### src/rtl/mips_mdu.sv
// mips_mdu: iterative radix-2 multiply/divide unit owning Hi/Lo.
// One step per enabled clock, sign fix-up in a final FIX cycle.
module mips_mdu #(
   parameter int WIDTH = 32
) (
   input  logic             clk,
   input  logic             reset,
   input  logic             en,
   input  logic             start,
   input  logic             cancel,
   input  logic [2:0]       op,
   input  logic [WIDTH-1:0] a,
   input  logic [WIDTH-1:0] b,
   output logic             busy,
   output logic             done,
   output logic [WIDTH-1:0] hi,
   output logic [WIDTH-1:0] lo
);

   localparam int CW = $clog2(WIDTH) + 1;

   typedef enum logic [1:0] {IDLE, CALC, FIX} state_t;

   state_t             state, state_nx;
   logic [CW-1:0]      cnt;
   logic [2*WIDTH-1:0] acc;
   logic [WIDTH-1:0]   dsr;
   logic [WIDTH-1:0]   a_raw;
   logic               is_div;
   logic               neg_q;
   logic               neg_r;
   logic               dz;

   logic               go, accept, mt, last;
   logic               a_neg, b_neg;
   logic [WIDTH-1:0]   a_mag, b_mag;
   logic [WIDTH:0]     msum, sh, diff;
   logic [2*WIDTH-1:0] mul_nx, div_nx, prod;
   logic [WIDTH-1:0]   fhi, flo;

   assign go     = (state == IDLE) && start && !cancel;
   assign accept = go && !op[2];
   assign mt     = go && (op[2:1] == 2'b10);
   assign last   = (cnt == CW'(WIDTH - 1));
   assign busy   = (state != IDLE);

   assign a_neg = !op[0] && a[WIDTH-1];
   assign b_neg = !op[0] && b[WIDTH-1];
   assign a_mag = a_neg ? -a : a;
   assign b_mag = b_neg ? -b : b;

   // one shift-add and one restoring shift-subtract step
   always_comb begin
      msum   = {1'b0, acc[2*WIDTH-1:WIDTH]}
             + (acc[0] ? {1'b0, dsr} : '0);
      mul_nx = {msum, acc[WIDTH-1:1]};
      sh     = acc[2*WIDTH-1:WIDTH-1];
      diff   = sh - {1'b0, dsr};
      if (diff[WIDTH])
         div_nx = {sh[WIDTH-1:0], acc[WIDTH-2:0], 1'b0};
      else
         div_nx = {diff[WIDTH-1:0], acc[WIDTH-2:0], 1'b1};
   end

   // sign correction and divide-by-zero override for the FIX write
   always_comb begin
      prod = neg_q ? -acc : acc;
      fhi  = prod[2*WIDTH-1:WIDTH];
      flo  = prod[WIDTH-1:0];
      if (is_div) begin
         flo = neg_q ? -acc[WIDTH-1:0] : acc[WIDTH-1:0];
         fhi = neg_r ? -acc[2*WIDTH-1:WIDTH]
                     : acc[2*WIDTH-1:WIDTH];
         if (dz) begin
            flo = '1;
            fhi = a_raw;
         end
      end
   end

   // state register
   always_ff @(posedge clk) begin
      if (reset)
         state <= IDLE;
      else if (en)
         state <= state_nx;
   end

   // next-state: cancel aborts, otherwise IDLE -> CALC -> FIX -> IDLE
   always_comb begin
      state_nx = state;
      if (cancel) begin
         state_nx = IDLE;
      end else begin
         unique case (state)
            IDLE:    if (accept) state_nx = CALC;
            CALC:    if (last) state_nx = FIX;
            FIX:     state_nx = IDLE;
            default: state_nx = IDLE;
         endcase
      end
   end

   // operand latch, iteration datapath, Hi/Lo and done
   always_ff @(posedge clk) begin
      if (reset) begin
         cnt    <= '0;
         acc    <= '0;
         dsr    <= '0;
         a_raw  <= '0;
         is_div <= 1'b0;
         neg_q  <= 1'b0;
         neg_r  <= 1'b0;
         dz     <= 1'b0;
         hi     <= '0;
         lo     <= '0;
         done   <= 1'b0;
      end else if (en) begin
         done <= 1'b0;
         if (mt) begin
            if (op[0]) lo <= a;
            else       hi <= a;
         end
         if (accept) begin
            acc    <= {{WIDTH{1'b0}}, a_mag};
            dsr    <= b_mag;
            a_raw  <= a;
            is_div <= op[1];
            neg_q  <= a_neg ^ b_neg;
            neg_r  <= a_neg;
            dz     <= op[1] && (b == '0);
            cnt    <= '0;
         end
         if (state == CALC && !cancel) begin
            acc <= is_div ? div_nx : mul_nx;
            cnt <= cnt + CW'(1);
         end
         if (state == FIX && !cancel) begin
            hi   <= fhi;
            lo   <= flo;
            done <= 1'b1;
         end
      end
   end

endmodule
### config.mk
export PLATFORM = sky130hd
export DESIGN_NAME = mips_mdu
export DESIGN_NICKNAME = d
export VERILOG_FILES = /design/src/rtl/mips_mdu.sv
export SDC_FILE = /design/constraint.sdc
export NUM_CORES = 1
export LEC_CHECK = 0
export ABC_CLOCK_PERIOD_IN_PS = 4800
export CAP_MARGIN = 20
export CORE_MARGIN = 5
export CORE_UTILIZATION = 60
export DETAILED_ROUTE_END_ITERATION = 7
export GPL_ROUTABILITY_DRIVEN = 0
export PLACE_DENSITY_LB_ADDON = 0.25
export SLEW_MARGIN = 20
export SYNTH_ARGS = -nofsm -noshare
export SYNTH_HDL_FRONTEND = slang
export SYNTH_SLANG_ARGS = --single-unit
### constraint.sdc
create_clock -name clk -period 4.8 [get_ports clk]
set_input_delay 1.2 -clock clk [delete_from_list [all_inputs] [get_ports clk]]
set_output_delay 1.2 -clock clk [all_outputs]
set_load 0.05 [all_outputs]
==> qor.tcl <==
set qor(run_status) {finished with violations}
set qor(violations) {DRC}
set qor(share_comb_of_total_power_pct) 18.9
set qor(clkPwrFrac_pct) 41.5
set qor(hp-class) {reg2reg}
set qor(post_cts_buffers) 0
set qor(die_h_um) 173
set qor(totalWireLength_mm) 56.3
set qor(synth_sequential_area_ratio_pct) 25.6
set qor(worst_ir_drop_vdd_mv) 0.232
set qor(avgViaCountPerCell) 6.79
set qor(power.net_switching_uw) 1300
set qor(grt_pass1_wl_mm) 88.5
set qor(setup_slack_of_the_worst_register_to_register_path_ns) 0.76
set qor(netlist_area_mm2) 0.0160
set qor(place.detailed.instances) 2577
set qor(rr_worst_depth) 10
set qor(fillers) 2131
set qor(startpoint_type) {flip-flop}
set qor(hold-path-cell-count) 2
set qor(grt_util_all_layers_pct) 35.2
set qor(clock-sinks) 205
set qor(placement.cell_area_mm2) 0.0176
set qor(cts-hold-fix-buffers) 0
set qor(clk-insertion-delay-late_ns) 0.53
set qor(clkSlewWorstSetupHoldPaths_ns) 0.06
set qor(post_synth_inst_count) 2211
set qor(globalRouteOverflowTotal) 0
set qor(synthesis.nets) 2354
set qor(final.setup.worst_slack_ns) 0.755
set qor(power.share.switching_pct) 29.3
set qor(finalNonFillerCells) 2620
set qor(start_util_pct) 61.1
set qor(clock.fmax_ghz) 0.247
set qor(die-area_mm2) 0.0301
set qor(worst_ep_arrival_time_ns) 4.44
set qor(met2_wire_length_mm) 23.0
set qor(route.vias.total) 17800
set qor(finalWorstPathRequiredPeriod_ns) 4.04
set qor(ys_ff_latch) 205
set qor(hold_violations) 0
set qor(timing.setup.tns_ns) 0
set qor(port_buffers) 137
set qor(cts_buffer_depth) 3
set qor(design.core.area_mm2) 0.0262
set qor(initialDrtViolationCount) 2320
set qor(sequential_cell_area_mm2) 0.00411
set qor(io_pins) 138
set qor(synth-edff-count) 0
set qor(timing.final.crit_share_pct) 84.3
set qor(report.final.setup_viol) 0
set qor(grt_pass1_vias) 16800
set qor(synthDistinctLibCells) 78
set qor(sequentialPowerShare_pct) 39.7
set qor(area_delta_synth_final_pct) 15.1
set qor(timing.critical_path.to_type) {flip-flop}
set qor(routed_wl_per_cell_um) 21.5
set qor(rsz0062_at_grt) {no}
set qor(relSlewSlack_pct) 21.5
set qor(final_ant_viol_nets) 0
set qor(multiInputGateArea_mm2) 0.0110
set qor(leakage_uw) 0.00686
set qor(transition_time_at_the_pin_with_the_least_slew_margin_ns) 1.17
set qor(synthTopCellsByArea) {dfxtp_1, a21oi_1, nand2_1}
set qor(clock_tree.htree_level_count) 1
set qor(slowest_delay_ns) 0.66
set qor(dieWidth_um) 173
set qor(met3RoutedLength_mm) 7.95
set qor(postSynth.topFlopCell) {dfxtp_1}
set qor(critical_path_class) {reg2reg}
set qor(number_of_buffer_and_inverter_instances_along_the_worst_setup_path) 0
set qor(clk_root_buffer_cell) {clkbuf_16}
set qor(worstSetupPathDepth) 10
set qor(top_signal_layer_used) {met4}
set qor(drive_above_1_share_pct) 5.86
set qor(yosysTopAreaCellShare_pct) 25.6
set qor(fin_nets) 2412
set qor(ctsResizeCount) 0
set qor(synth_warnings) 0
set qor(cts_made_buffers) 24
set qor(drc_errors) 15
set qor(path_cells) {ha_1 -> a22o_1 -> or4b_2 -> a21oi_1 -> o211ai_1 -> a31oi_1 -> o21ai_0 -> xnor2_1 -> a211oi_1 -> o31ai_1}
set qor(grt_antenna_before_repair) 0
set qor(firstDrtPassIters) 8
set qor(maximum_capacitance_violations) 0
set qor(final_common_cell) {nand2_1}
set qor(tritoncts) {yes}
set qor(timing.critical_path.max_delay_family) {compound AO/OA/AOI/OAI gates}
set qor(power_density_mw_per_mm2) 241
set qor(finalMaxSlewViolations) 0
set qor(half_perimeter_wire_length_of_the_detailed_placement_result_mm) 40.5
set qor(place_worst_setup_slack_ns) 0.298
set qor(syn_area_per_cell_um2) 7.25
set qor(floorplan.rows) 59
set qor(antenna_cells_inserted) 0
set qor(grt_start_max_net_pins) 65
set qor(design_area_mm2) 0.0184
set qor(cpMaxStageDelayCell) {dfxtp_1}
set qor(timing.critical_path.required_ns) 5.19
set qor(critPathMaxFanout) 8
set qor(mostFrequentLayoutCells) {nand2_1, a21oi_1, nor2_1}
set qor(cell_type_with_the_highest_aggregate_area_in_the_netlist) {dfxtp_1}
set qor(synthArstFlopShare_pct) 0
set qor(route.layer.met1.wl_mm) 22.1
set qor(p_int_uw) 3140
set qor(finClkSkew_ns) 0.0176
==> cell families after synthesis <==
group                    share of synthesized area (%)
flip-flops                                        25.6
buffers and inverters                             5.97
adder cells (fa/ha/maj)                           5.64
AO/OA/AOI/OAI                                     29.6
AND/OR/NAND/NOR                                   21.3
multiplexers                                      3.66
XOR/XNOR                                          8.26
==> worst register-to-register path, cell delays in order (launching register included) <==
cell and delay, ns:
dfxtp_1 0.66, ha_1 0.39, a22o_1 0.28, or4b_2 0.65
a21oi_1 0.14, o211ai_1 0.27, a31oi_1 0.60, o21ai_0 0.22
xnor2_1 0.20, a211oi_1 0.39, o31ai_1 0.13
==> power groups by stage <==
| stage | registers (uW) | clock network, uW | logic, uW |
|---|---|---|---|
| 6_report | 1760 | 1840 | 837 |
| 5_1_grt | 1760 | 1930 | 884 |
| 4_1_cts | 1760 | 1850 | 798 |
| 3_5_place_dp | 1800 | 0 | 790 |
| 3_3_place_gp | 1790 | 0 | 776 |
| 2_1_floorplan | 1800 | 0 | 516 |
==> metal layers <==
| layer | track usage, % | vias up |
|---|---|---|
| li1 | - | 8134 |
| met1 | 47.0 | 8154 |
| met2 | 51.4 | 1241 |
| met3 | 11.6 | 270 |
| met4 | 16.6 | 0 |
| met5 | 0 | - |
==> stage by stage <==
stage          util [%]  hold WS, ns  total power (uW)
5_1_grt            70.3        0.466              4570
3_3_place_gp       67.3        0.439              2570
2_1_floorplan         -        0.432              2320
4_1_cts            70.3        0.452              4400
6_report           70.3        0.450              4440
3_5_place_dp       67.3        0.444              2590
==> cell usage after synthesis, drive strengths merged, types with 15 or more instances <==
master	number
nand2b	19
and3	16
o221ai	25
buf	15
o31ai	33
mux2i	54
a21o	39
a22oi	17
xnor2	90
o211ai	41
inv	81
a211oi	63
nand2	263
o21ai	148
a21oi	230
nand3	42
nor3	58
xor2	61
nor4	19
a31oi	24
or3	24
nor2	219
ha	69
dfxtp	205
clkbuf	149
==> layout make-up <==
| cell class | count | area share (%) |
|---|---|---|
| clock inverters | 9 | 0.577 |
| flip-flops and latches | 205 | 22.3 |
| inverters | 81 | 1.65 |
| clock buffers | 33 | 3.67 |
| multi-input cells | 1761 | 59.6 |
| well taps | 335 | 2.27 |
| repair buffers | 196 | 9.96 |
==> path summary, 6_finish.rpt <==
check	from	endpoint
setup reg to reg	acc[45]	acc[57]
hold / removal	a_raw[23]	a_raw[23]
setup / recovery	acc[45]	acc[57]
hold reg to reg	a_raw[23]	a_raw[23]
==> sequential cells by signal, indices dropped and copies added (netlist names) <==
register / flops
a_raw: 32
acc: 64
cnt: 6
done: 1
dsr: 32
dz: 1
hi: 32
is_div: 1
lo: 32
neg_q: 1
neg_r: 1
state: 2
(Power assumes the default switching activity.)
==> patch: new RTL, config.mk and constraints unchanged <==
Put one more register stage on the output `hi`, with the module's reset. The value now appears one clock later. The other outputs are not delayed to match.
--- a/src/rtl/mips_mdu.sv
+++ b/src/rtl/mips_mdu.sv
@@ -22,2 +22,4 @@
    typedef enum logic [1:0] {IDLE, CALC, FIX} state_t;
+
+   logic [WIDTH-1:0] hi_s0;
 
@@ -114,3 +116,3 @@
          dz     <= 1'b0;
-         hi     <= '0;
+         hi_s0  <= '0;
          lo     <= '0;
@@ -121,3 +123,3 @@
             if (op[0]) lo <= a;
-            else       hi <= a;
+            else       hi_s0 <= a;
          end
@@ -138,3 +140,3 @@
          if (state == FIX && !cancel) begin
-            hi   <= fhi;
+            hi_s0 <= fhi;
             lo   <= flo;
@@ -145,2 +147,10 @@
 
+   always_ff @(posedge clk) begin
+      if (reset) begin
+         hi <= '0;
+      end else begin
+         hi <= hi_s0;
+      end
+   end
+
 endmodule
Formal check against the unedited RTL: not equivalent (Yosys sat finds a counterexample within 4 cycles, from zero or initial values and one cycle with reset high).
==> patch against the unedited design <==
Sequential share of layout area up 2.2 points; sequential cell count up 32; synthesized area up 5.8%; wire length down 0.83%; cell area up 5.3%; clock skew up 0.0021 ns; setup slack better by 0.038 ns; hold slack worse by 0.0018 ns; sequential power up 15%; die area up 5.5%; total power up 11%; critical path type is now in -> reg.
==> patch: results (changes against the unedited design) <==
outcome: "completed"
grt_antenna_before_repair: 0  # unchanged
cts.clk_slew.worst_paths_ns: 0.06  # about the same
syn-num-nets: 2402  # +2.0%
top_register: "acc"
diodes: 0  # unchanged
synth_compound_area_share_pct: 27.7  # -1.9 points
grt_pass1_vias: 16900  # +0.52%
dr.pass1.iters: 8  # unchanged
ir_drop_mv: 0.246  # +6.0%
grt_first_pass_wirelength_um: 88500  # about the same
cts_setup_buffers: 0  # unchanged
drtIter0Drc: 2149  # -7.4%
dp_slack_ns: 0.314  # +0.0152 ns
yosysWarnings: 0  # unchanged
fin_tns_setup_ns: 0  # unchanged
synth_cell_types: 83  # +6.4%
postSynth.asyncResetShare_pct: 0  # unchanged
clk_path_buf_depth: 3  # unchanged
synthTopCellsByArea: "dfxtp_1, a21oi_1, xnor2_1"
drt_wl_total_um: 55900  # -0.83%
grt_util_all_layers_pct: 34.3  # -0.97 points
crit_fanout: 5  # -3
worstPathArrival_ns: 4.47  # +0.03 ns
synth_xor_area_share_pct: 9.25  # +0.99 points
final_layout_size_suffix_gt1_share_pct: 5.99  # +0.13 points
post_cts_resized: 0  # unchanged
holdCritPathClass: "reg -> reg"
synth_fa_ha_area_share_pct: 5.33  # -0.31 points
vias: 17700  # -0.83%
yosys-mux-area-fraction_pct: 3.65  # -0.0083 points
cts_made_buffers: 26  # +8.3%
yosys-top-cells-count: "a21oi_1, dfxtp_1, nand2_1, nor2_1, o21ai_0"
clk_latency_ns: 0.56  # +0.03 ns
root_buffer: "clkbuf_16"
largest_reg_flops: 64  # unchanged
h-tree-depth: 1  # unchanged
p_leak_nw: 7.09  # +3.3%
synth-seq-area-share_pct: 28.0  # +2.4 points
worstMarginPinSlew_ns: 1.10  # -0.0760 ns
fin_skew_ns: 0.0197  # +0.00211 ns
ys.flop_type: "dfxtp_1"
grt_max_degree: 102  # +57%
io_buffers: 137  # unchanged
dp_hpwl_um: 40100  # -0.96%
patch: critical path: stages:
cell	delay [ns]
clkdlybuf4s50_1	0.49
nor4_1	0.48
nand4b_1	0.30
or4_1	0.52
nor3b_1	0.47
nand2_1	0.16
nor4_2	0.30
a21oi_1	0.14
xnor2_1	0.17
a211oi_1	0.23
patch: final timing paths:
| kind | start | to | slack (ns) | cells after the start |
|---|---|---|---|---|
| setup / recovery | b[2] | dsr[29]$_SDFFE_PP0P_ | 0.79 | 10 |
| hold / removal | hi_s0[0]$_SDFFE_PP0P_ | hi_s0[0]$_SDFFE_PP0P_ | 0.45 | 2 |
| hold reg to reg | hi_s0[0]$_SDFFE_PP0P_ | hi_s0[0]$_SDFFE_PP0P_ | 0.45 | 2 |
| setup reg to reg | acc[32]$_SDFFE_PP0P_ | acc[58]$_SDFFE_PP0P_ | 0.80 | 12 |
patch: cell type report:
type	count	area, µm²
well taps	378	473
inverters	74	278
fillers	2307	8450
clock buffers	33	718
repair buffers	183	1720
flip-flops and latches	237	4750
multi-input cells	1780	11300
clock inverters	13	169
patch: per-layer routing:
metal	vias to the layer above	share of wire, %	GRT usage [%]
met4	0	7.6	22.3
li1	8225	-	-
met2	1033	45	54.7
met5	-	0	0
met1	8111	38	43.2
met3	283	9.9	5.09
patch: where the power goes:
part	total (mW)	internal (mW)	switching (mW)
Combinational	0.784	0.297	0.487
Clock	2.10	1.22	0.875
Sequential	2.03	2.00	0.0315
patch: per-stage QoR:
step / hold WS [ns] / cell area (µm²) / cells
2_1_floorplan: 0.410 / 16900 / 2259
3_3_place_gp: 0.436 / 18500 / 2652
3_5_place_dp: 0.431 / 18500 / 2652
4_1_cts: 0.443 / 19400 / 2698
5_1_grt: 0.466 / 19400 / 2698
6_report: 0.448 / 19400 / 2698
